## src/rtl/fetch_unit_pkg.sv

```systemverilog
// Shared rv32i definitions used by the fetch stage: widths, the NOP used to
// fill the instruction buffer on reset, the default reset PC and the fetch
// state encoding.
package rv32_pkg;

  localparam int XLEN = 32;
  localparam int ILEN = 32;

  // addi x0, x0, 0
  localparam logic [ILEN-1:0] NOP_INSTR = 32'h0000_0013;

  localparam logic [XLEN-1:0] DEFAULT_RESET_PC = 32'h0000_0000;

  // REQ  : presenting a request to instruction memory
  // WAIT : request granted, waiting for the response
  // DROP : request granted but a redirect arrived; swallow the response
  // HOLD : instruction buffered and offered to decode
  typedef enum logic [1:0] {
    REQ  = 2'd0,
    WAIT = 2'd1,
    DROP = 2'd2,
    HOLD = 2'd3
  } fetch_state_t;

  // Clear the byte offset of a redirect target so fetches stay word aligned.
  function automatic logic [XLEN-1:0] align_word(input logic [XLEN-1:0] addr);
    return {addr[XLEN-1:2], 2'b00};
  endfunction

endpackage

```

## src/rtl/fetch_unit_if.sv

```systemverilog
// Bundle of the fetch stage's two handshakes: the instruction-memory
// req/gnt + rvalid channel and the valid/ready channel towards decode.
// The master modport is the fetch unit's view; slave is the environment
// (instruction memory plus decode).
interface fetch_unit_if #(
  parameter int XLEN = rv32_pkg::XLEN
) ();

  // instruction memory channel
  logic            imem_req;
  logic [XLEN-1:0] imem_addr;
  logic            imem_gnt;
  logic            imem_rvalid;
  logic [31:0]     imem_rdata;

  // decode channel
  logic            if_valid;
  logic            if_ready;
  logic [XLEN-1:0] if_pc;
  logic [31:0]     if_instr;

  modport master (
    output imem_req,
    output imem_addr,
    input  imem_gnt,
    input  imem_rvalid,
    input  imem_rdata,
    output if_valid,
    input  if_ready,
    output if_pc,
    output if_instr
  );

  modport slave (
    input  imem_req,
    input  imem_addr,
    output imem_gnt,
    output imem_rvalid,
    output imem_rdata,
    input  if_valid,
    output if_ready,
    input  if_pc,
    input  if_instr
  );

endinterface

```

## src/rtl/fetch_unit.sv

```systemverilog
// rv32i instruction-fetch stage. Owns the PC, issues one word fetch at a
// time, buffers the returned instruction for decode and follows redirects
// from execute, discarding any response that belongs to a stale fetch.
module fetch_unit #(
  parameter int                XLEN     = rv32_pkg::XLEN,
  parameter logic [XLEN-1:0]   RESET_PC = rv32_pkg::DEFAULT_RESET_PC
) (
  input  logic             clk,
  input  logic             rst,
  fetch_unit_if.master     bus,
  input  logic             redirect_valid,
  input  logic [XLEN-1:0]  redirect_pc,
  output logic             fetch_misalign
);

  import rv32_pkg::*;

  fetch_state_t      state_reg;
  fetch_state_t      state_next;
  logic [XLEN-1:0]   pc_reg;
  logic [XLEN-1:0]   pc_next;
  logic [ILEN-1:0]   buf_reg;
  logic [ILEN-1:0]   buf_next;
  logic [XLEN-1:0]   pend_reg;
  logic [XLEN-1:0]   pend_next;
  logic              misalign_reg;
  logic [XLEN-1:0]   redirect_tgt;
  logic [XLEN-1:0]   pc_plus4;

  assign redirect_tgt = align_word(redirect_pc);
  assign pc_plus4     = pc_reg + XLEN'(4);

  // Interface outputs are decoded straight from the current state. A redirect
  // in HOLD withdraws the offered instruction in the same cycle.
  assign bus.imem_req   = (state_reg == REQ);
  assign bus.imem_addr  = pc_reg;
  assign bus.if_valid   = (state_reg == HOLD) && !redirect_valid;
  assign bus.if_pc      = pc_reg;
  assign bus.if_instr   = buf_reg;
  assign fetch_misalign = misalign_reg;

  // Fetch state register.
  always_ff @(posedge clk) begin
    if (rst) begin
      state_reg <= REQ;
    end else begin
      state_reg <= state_next;
    end
  end

  // Next-state, next-PC, buffer and pending-target selection.
  always_comb begin
    state_next = state_reg;
    pc_next    = pc_reg;
    buf_next   = buf_reg;
    pend_next  = pend_reg;

    unique case (state_reg)
      REQ: begin
        // A redirect before the grant simply retargets the request; the
        // address is allowed to change while the request is ungranted.
        if (redirect_valid) begin
          pc_next = redirect_tgt;
        end else if (bus.imem_gnt) begin
          state_next = WAIT;
        end
      end

      WAIT: begin
        if (bus.imem_rvalid && redirect_valid) begin
          pc_next    = redirect_tgt;
          state_next = REQ;
        end else if (bus.imem_rvalid) begin
          buf_next   = bus.imem_rdata;
          state_next = HOLD;
        end else if (redirect_valid) begin
          // The fetch is already accepted by memory, so its response must
          // still be absorbed before the new target can be requested.
          pend_next  = redirect_tgt;
          state_next = DROP;
        end
      end

      DROP: begin
        if (bus.imem_rvalid) begin
          // The youngest redirect wins when it coincides with the response.
          pc_next    = redirect_valid ? redirect_tgt : pend_reg;
          state_next = REQ;
        end else if (redirect_valid) begin
          pend_next = redirect_tgt;
        end
      end

      HOLD: begin
        // Redirect beats if_ready: the offered instruction is on the wrong
        // path and must not be consumed.
        if (redirect_valid) begin
          pc_next    = redirect_tgt;
          state_next = REQ;
        end else if (bus.if_ready) begin
          pc_next    = pc_plus4;
          state_next = REQ;
        end
      end

      default: begin
        state_next = REQ;
      end
    endcase
  end

  // PC register; coded inline because it resets to RESET_PC rather than 0.
  always_ff @(posedge clk) begin
    if (rst) begin
      pc_reg <= RESET_PC;
    end else begin
      pc_reg <= pc_next;
    end
  end

  // Instruction buffer and pending redirect target.
  always_ff @(posedge clk) begin
    if (rst) begin
      buf_reg  <= NOP_INSTR;
      pend_reg <= '0;
    end else begin
      buf_reg  <= buf_next;
      pend_reg <= pend_next;
    end
  end

  // Flag a redirect whose target was not word aligned, one cycle later.
  always_ff @(posedge clk) begin
    if (rst) begin
      misalign_reg <= 1'b0;
    end else begin
      misalign_reg <= redirect_valid && (redirect_pc[1:0] != 2'b00);
    end
  end

endmodule

```

## src/flat_wrapper.sv

```systemverilog
// flat-port wrapper written by rule: the top's interface ports become plain ports
module fetch_unit_flat import rv32_pkg::*;
#(
  parameter int                XLEN     = rv32_pkg::XLEN,
  parameter logic [XLEN-1:0]   RESET_PC = rv32_pkg::DEFAULT_RESET_PC
)
  (clk, rst, redirect_valid, redirect_pc, fetch_misalign, bus_imem_req, bus_imem_addr, bus_imem_gnt, bus_imem_rvalid, bus_imem_rdata, bus_if_valid, bus_if_ready, bus_if_pc, bus_if_instr);
  fetch_unit_if #(.XLEN(XLEN)) bus_i ();
  input  logic clk;
  input  logic rst;
  input  logic redirect_valid;
  input  logic [XLEN-1:0] redirect_pc;
  output logic fetch_misalign;
  output wire logic [$bits(bus_i.imem_req)-1:0] bus_imem_req;
  output wire logic [$bits(bus_i.imem_addr)-1:0] bus_imem_addr;
  input wire logic [$bits(bus_i.imem_gnt)-1:0] bus_imem_gnt;
  input wire logic [$bits(bus_i.imem_rvalid)-1:0] bus_imem_rvalid;
  input wire logic [$bits(bus_i.imem_rdata)-1:0] bus_imem_rdata;
  output wire logic [$bits(bus_i.if_valid)-1:0] bus_if_valid;
  input wire logic [$bits(bus_i.if_ready)-1:0] bus_if_ready;
  output wire logic [$bits(bus_i.if_pc)-1:0] bus_if_pc;
  output wire logic [$bits(bus_i.if_instr)-1:0] bus_if_instr;
  assign bus_imem_req = bus_i.imem_req;
  assign bus_imem_addr = bus_i.imem_addr;
  assign bus_i.imem_gnt = bus_imem_gnt;
  assign bus_i.imem_rvalid = bus_imem_rvalid;
  assign bus_i.imem_rdata = bus_imem_rdata;
  assign bus_if_valid = bus_i.if_valid;
  assign bus_i.if_ready = bus_if_ready;
  assign bus_if_pc = bus_i.if_pc;
  assign bus_if_instr = bus_i.if_instr;
  fetch_unit #(.XLEN(XLEN), .RESET_PC(RESET_PC)) u_core (.clk(clk), .rst(rst), .bus(bus_i), .redirect_valid(redirect_valid), .redirect_pc(redirect_pc), .fetch_misalign(fetch_misalign));
endmodule
```

## config.mk

```make
export PLATFORM = sky130hd
export DESIGN_NAME = fetch_unit_flat
export DESIGN_NICKNAME = d
export VERILOG_FILES = /design/src/rtl/fetch_unit_pkg.sv /design/src/rtl/fetch_unit_if.sv /design/src/rtl/fetch_unit.sv /design/src/flat_wrapper.sv
export SDC_FILE = /design/constraint.sdc
export NUM_CORES = 1
export LEC_CHECK = 0
export BUFFER_PORTS_ARGS = -buffer_cell sky130_fd_sc_hd__buf_2
export CAP_MARGIN = 25
export CORE_MARGIN = 5
export CORE_UTILIZATION = 25
export CTS_CLUSTER_DIAMETER = 100
export DETAILED_ROUTE_END_ITERATION = 8
export GPL_TIMING_DRIVEN = 1
export PLACE_DENSITY = 0.43
export SYNTH_ARGS = -nofsm -noshare
export SYNTH_HDL_FRONTEND = slang
export SYNTH_SLANG_ARGS = --single-unit
```

## constraint.sdc

```tcl
create_clock -name clk -period 2.7 [get_ports clk]
set_clock_uncertainty 0.2 [all_clocks]
set_input_delay 0.54 -clock clk [delete_from_list [all_inputs] [get_ports clk]]
set_output_delay 0.54 -clock clk [all_outputs]
set_load 0.03 [all_outputs]
```

# Word level (Yosys, flattened, before mapping)

Cells that the tools add are included.

Input bits: 70
Flip-flop bits (word level): 99
Word-level logic and storage cells: 48

Multiplexer cells: 19
Add/sub/neg operators: 1
Reduce and logical (&&, ||, !) cells: 11
Equality and inequality tests: 11
Bitwise gates (word level): 1

Operators with widths:

| cell                                                                     | count |
|---|---|
| 32-bit 2-to-1 mux                                                        | 8 |
| 32-bit case mux with 4 select lines                                      | 1 |
| 32-bit case mux with 2 select lines                                      | 1 |
| 32-bit by 3-bit adder with 32-bit output (second input constant)         | 1 |
| 2-bit 2-to-1 mux                                                         | 8 |
| 2-bit inequality test (second input constant)                            | 4 |
| 2-bit case mux with 4 select lines                                       | 1 |
| 5-bit AND reduction                                                      | 1 |
| 2-bit == test (second input constant)                                    | 2 |
| 2-bit by 1-bit inequality test with 1-bit output (second input constant) | 2 |
| 4-bit by 3-bit inequality test with 1-bit output (second input constant) | 1 |
| 4-bit AND reduction                                                      | 1 |
| 2-bit nonzero test                                                       | 2 |
| 1-bit logical AND                                                        | 3 |
| 3-bit inequality test (second input constant)                            | 1 |
| 3-bit AND reduction                                                      | 1 |
| 2-bit by 1-bit == test with 1-bit output (second input constant)         | 1 |
| 2-bit logical NOT                                                        | 1 |
| 2-bit AND reduction                                                      | 1 |
| 1-bit logical NOT                                                        | 1 |
| 1-bit NOT                                                                | 1 |

# Logic depth before layout (Yosys ltp)

Depth in word-level cells: 4
Mapped depth: 10
Gate-level depth less buffers: 7

# Worst setup path after synthesis

Ideal clock, no wire load.

Path type: input -> output
Start: input port redirect_valid
End: output port bus_if_valid
Stages: 5
Data arrival time: 1.571 ns
Path slack: 0.389 ns
Cell sequence: buf_4 > nand2b_1 > buf_2 > inv_2 > clkbuf_1

Longest elaborated chain between the ends: 2

Ends and longest elaborated chain:

| what              | line               | source |
|---|---|---|
| start, declared   | flat_wrapper.sv:11 | `input logic redirect_valid;` |
| 1-bit logical NOT | fetch_unit.sv:37   | `assign bus.if_valid = (state_reg == HOLD) && !redirect_valid;` |
| 1-bit logical AND | fetch_unit.sv:37   |  |
| end, declared     | flat_wrapper.sv:19 | `output wire logic [$bits(bus_i.if_valid)-1:0] bus_if_valid;` |

No other way between the ends.

# Final worst setup path

Start: register u_core.state_reg[0]
End: register u_core.pc_reg[26] (netlist: u_core.bus.if_pc[26])

Longest elaborated chain between the ends: 3
Elaborated cells on any way between the ends: 10

Ends and longest elaborated chain:

| what                                                                 | line              | source |
|---|---|---|
| start, declared                                                      | fetch_unit.sv:18  | `fetch_state_t state_reg;` |
| start signal, assigned                                               | fetch_unit.sv:47  | `state_reg <= state_next;` |
| 2-bit == test, or another cell as far along                          | fetch_unit.sv:58  | `unique case (state_reg)` |
| 3-bit inequality test (no source line), or another cell as far along | -                 |  |
| 4-bit AND reduction (no source line)                                 | -                 |  |
| end signal, assigned                                                 | fetch_unit.sv:117 | `pc_reg <= pc_next;` |
| end, declared                                                        | fetch_unit.sv:20  | `logic [XLEN-1:0] pc_reg;` |

Several ways; a longest one is shown, not always the timed one.
A chain may end at the register's enable or synchronous reset.

==> flow_summary.ini <==
[clock_network]
cts_setup_buffers = 0
cts_root_buf = clkbuf_16
htreeDepth = 3
cts_buffers = 9
cts_num_sinks = 99
insertion_delay_ps = 340
cts_buffer_depth = 2
cts_hold_buf = 0
path_clk_slew_ps = 70
cts_tree = built
ctsResizeCount = 0

[pwr]
p_clk_share_pct = 34.4
power_switching_mw = 1.38
cell_internal_pwr_mw = 2.61
power_mw = 3.98
comb_power_share_pct = 23.3
powerDensity_nw_per_um2 = 639
seqPwrFrac_pct = 42.3
vdd_drop_max_mv = 0.290
sw_frac_of_total_pct = 34.6
power_leakage_nw = 2.58

[yosys]
ys_types = 60
synth_top_family_by_area = simple AND/OR/NAND/NOR gates
yosys.area.top_type = dfxtp_1
synth-simple-area-share_pct = 24.0
avgSynthCellArea_um2 = 7.73
synth_edf_count = 0
synth-main-ff-cell = dfxtp_1
syn_inst = 640
synthXorXnorAreaFrac_pct = 0.709
syn_area_um2 = 4940
synth.area.top_cells = dfxtp_1 (40%), nand2_1 (11%), a21oi_1 (8.3%), buf_4 (5.3%), a22oi_1 (2.7%)
synth_nets = 716
synth_common_cells = nand2_1 (150), dfxtp_1 (99), a21oi_1 (82)
synth-seq-cells = 99
postSynth.asyncResetShare_pct = 0
synth_adder_area_share_pct = 1.52
seq_area_frac_synth_pct = 40.1
yosysMostFrequentCell = nand2_1
synth_top_area_share_pct = 40.1
synth_mux_area_share_pct = 0.405
synth_warnings = 0
synth-compound-area-share_pct = 23.7

[sta]
setup_violations = 0
setup_ws_ps = 258
timing.final.crit_share_pct = 90.4
final.setup.tns_ps = 0
maxClockFrequency_mhz = 410
hold_viol_final = 0
period_needed_ps = 2440
slew_headroom_pct = 49.0
rsz0062_at_grt = no
worst_pin_slew_ps = 756
drv_slew = 0

[setup_path]
slowest_stage = o21bai_2
crit_path_start_kind = flip-flop
crit_path_cell_trace = inv_1 > ha_1 > o21bai_2 > a22oi_1 > a31oi_1 > a311oi_1 > nor3_1
worstRegToRegCells = 7
crit_fanout = 12
cp.required_ps = 2770
path_delay_family = compound AO/OA/AOI/OAI gates
critPathMaxStageDelay_ps = 510
worst-setup-path-type = reg -> reg
cp_num_buf_inv = 1
end_kind = flip-flop
crit_cells = 7
worstPathArrival_ps = 2510

[routing]
firstDrtPassIters = 5
post_drt_via_cell_ratio = 4.94
drtAntennaViolNets = 0
avgRoutedWirePerCell_um = 17.0
drt-total-wl_um = 17600
drc_errors = 0
drt_iter0_markers = 344
vias = 5120

[finish]
n_antenna_cell = 0
utilization_pct = 32.0
drive_above_1_share_pct = 28.5
fill_cells = 2059
nets = 842
stdcell_count = 1036
area_growth_pct = 26.1

[global_route]
grt_usage_pct = 15.1
grt_max_degree = 91
grt_first_pass_wirelength_um = 27100
grt_pass1_vias = 4870
grt_overflow_total = 0
antenna_found_initial = 2

[floorplanning]
die_y_um = 151
die_w_um = 151
core_um2 = 19500
start_util_pct = 25.4
rows = 51
die-area_um2 = 22700
ios = 169

[hold_path]
holdPathStages = 3
hold_path.class = in -> reg

[placement]
dp_hpwl_um = 13000
io_buffers = 168
dp_slack_ps = 229
post-place-cells = 1020
place.gp.congestion = 0.848

[job]
maxCapViolCount = 0

[run_status]
outcome = completed
placed cells by master (no fill, tap or decap), types with 4 or more instances in the layout:
| cell | netlist | final |
|---|---|---|
| a31oi_1 | 10 | 10 |
| nand2_1 | 150 | 150 |
| a22o_1 | 7 | 7 |
| clkbuf_16 | 0 | 9 |
| nor2_1 | 21 | 21 |
| nor3_1 | 16 | 15 |
| a22oi_1 | 18 | 18 |
| o21ai_0 | 21 | 21 |
| a21oi_1 | 82 | 82 |
| ha_1 | 6 | 6 |
| nand4_1 | 14 | 14 |
| a211oi_1 | 6 | 6 |
| buf_2 | 7 | 168 |
| and3_1 | 7 | 7 |
| buf_4 | 35 | 24 |
| dfxtp_1 | 99 | 99 |
| and4_1 | 5 | 5 |
| a21o_1 | 4 | 4 |
| inv_1 | 9 | 9 |
| nand3_1 | 18 | 18 |
| nor4_1 | 4 | 4 |
final cells by class:
type | count | area (µm²) | area share [%]
Timing Repair Buffer | 195 | 1080 | 17.3
Inverter | 10 | 37.5 | 0.602
Clock buffer | 10 | 239 | 3.83
Multi-Input combinational cell | 451 | 2490 | 40.0
Sequential cell | 99 | 1980 | 31.8
Clock inverter | 6 | 72.6 | 1.16
Tap cell | 265 | 332 | 5.32
final timing paths:
kind	start	endpoint	slack, ps
worst max-delay path	u_core.state_reg[0]$_SDFFE_PP0P_	u_core.bus.if_pc[26]$_SDFFE_PP0P_	260
worst min-delay path	bus_imem_rdata[1]	u_core.bus.if_instr[1]$_SDFFE_PP1P_	210
worst max register to register	u_core.state_reg[0]$_SDFFE_PP0P_	u_core.bus.if_pc[26]$_SDFFE_PP0P_	260
worst min register to register	u_core.bus.if_instr[17]$_SDFFE_PP0P_	u_core.bus.if_instr[17]$_SDFFE_PP0P_	250
tightest hold or removal path, stage by stage:
cell and delay, ps:
buf_2 80, nand2_1 40, nand3_1 60
power by group through the flow:
stage	clock network (mW)	logic [mW]	registers, mW
finish	1.37	0.929	1.69
CTS	1.43	0.935	1.69
detailed placement	0	0.933	1.72
floorplan	0	0.523	1.83
global route	1.47	1.00	1.70
global placement	0	0.930	1.71
stage by stage:
| step | hold WS (ps) | area, µm² |
|---|---|---|
| final | 208 | 6240 |
| after global routing | 200 | 6240 |
| after detailed placement | 246 | 5930 |
| after CTS | 194 | 6240 |
| after global placement | 240 | 5930 |
| after floorplan | 236 | 4940 |
kinds of logic (layout without fill, tap and decap cells):
logic type | after synthesis | in the layout
mux | 2 | 2
buf+inv | 90 | 221
fa+ha+maj | 6 | 6
xor+xnor | 4 | 4
simple gates | 255 | 255
compound gates | 184 | 184
flops | 99 | 99
routing by layer:
metal / GRT usage, % / vias to the layer above / share of wire, %
met1: 20.4 / 2376 / 45
met3: 4.27 / 23 / 9.2
met2: 23.6 / 216 / 44
li1: - / 2501 / -
met4: 4.17 / 4 / 1.7
met5: 0 / - / 0.13
No activity file was read; power rests on OpenSTA's default activity.
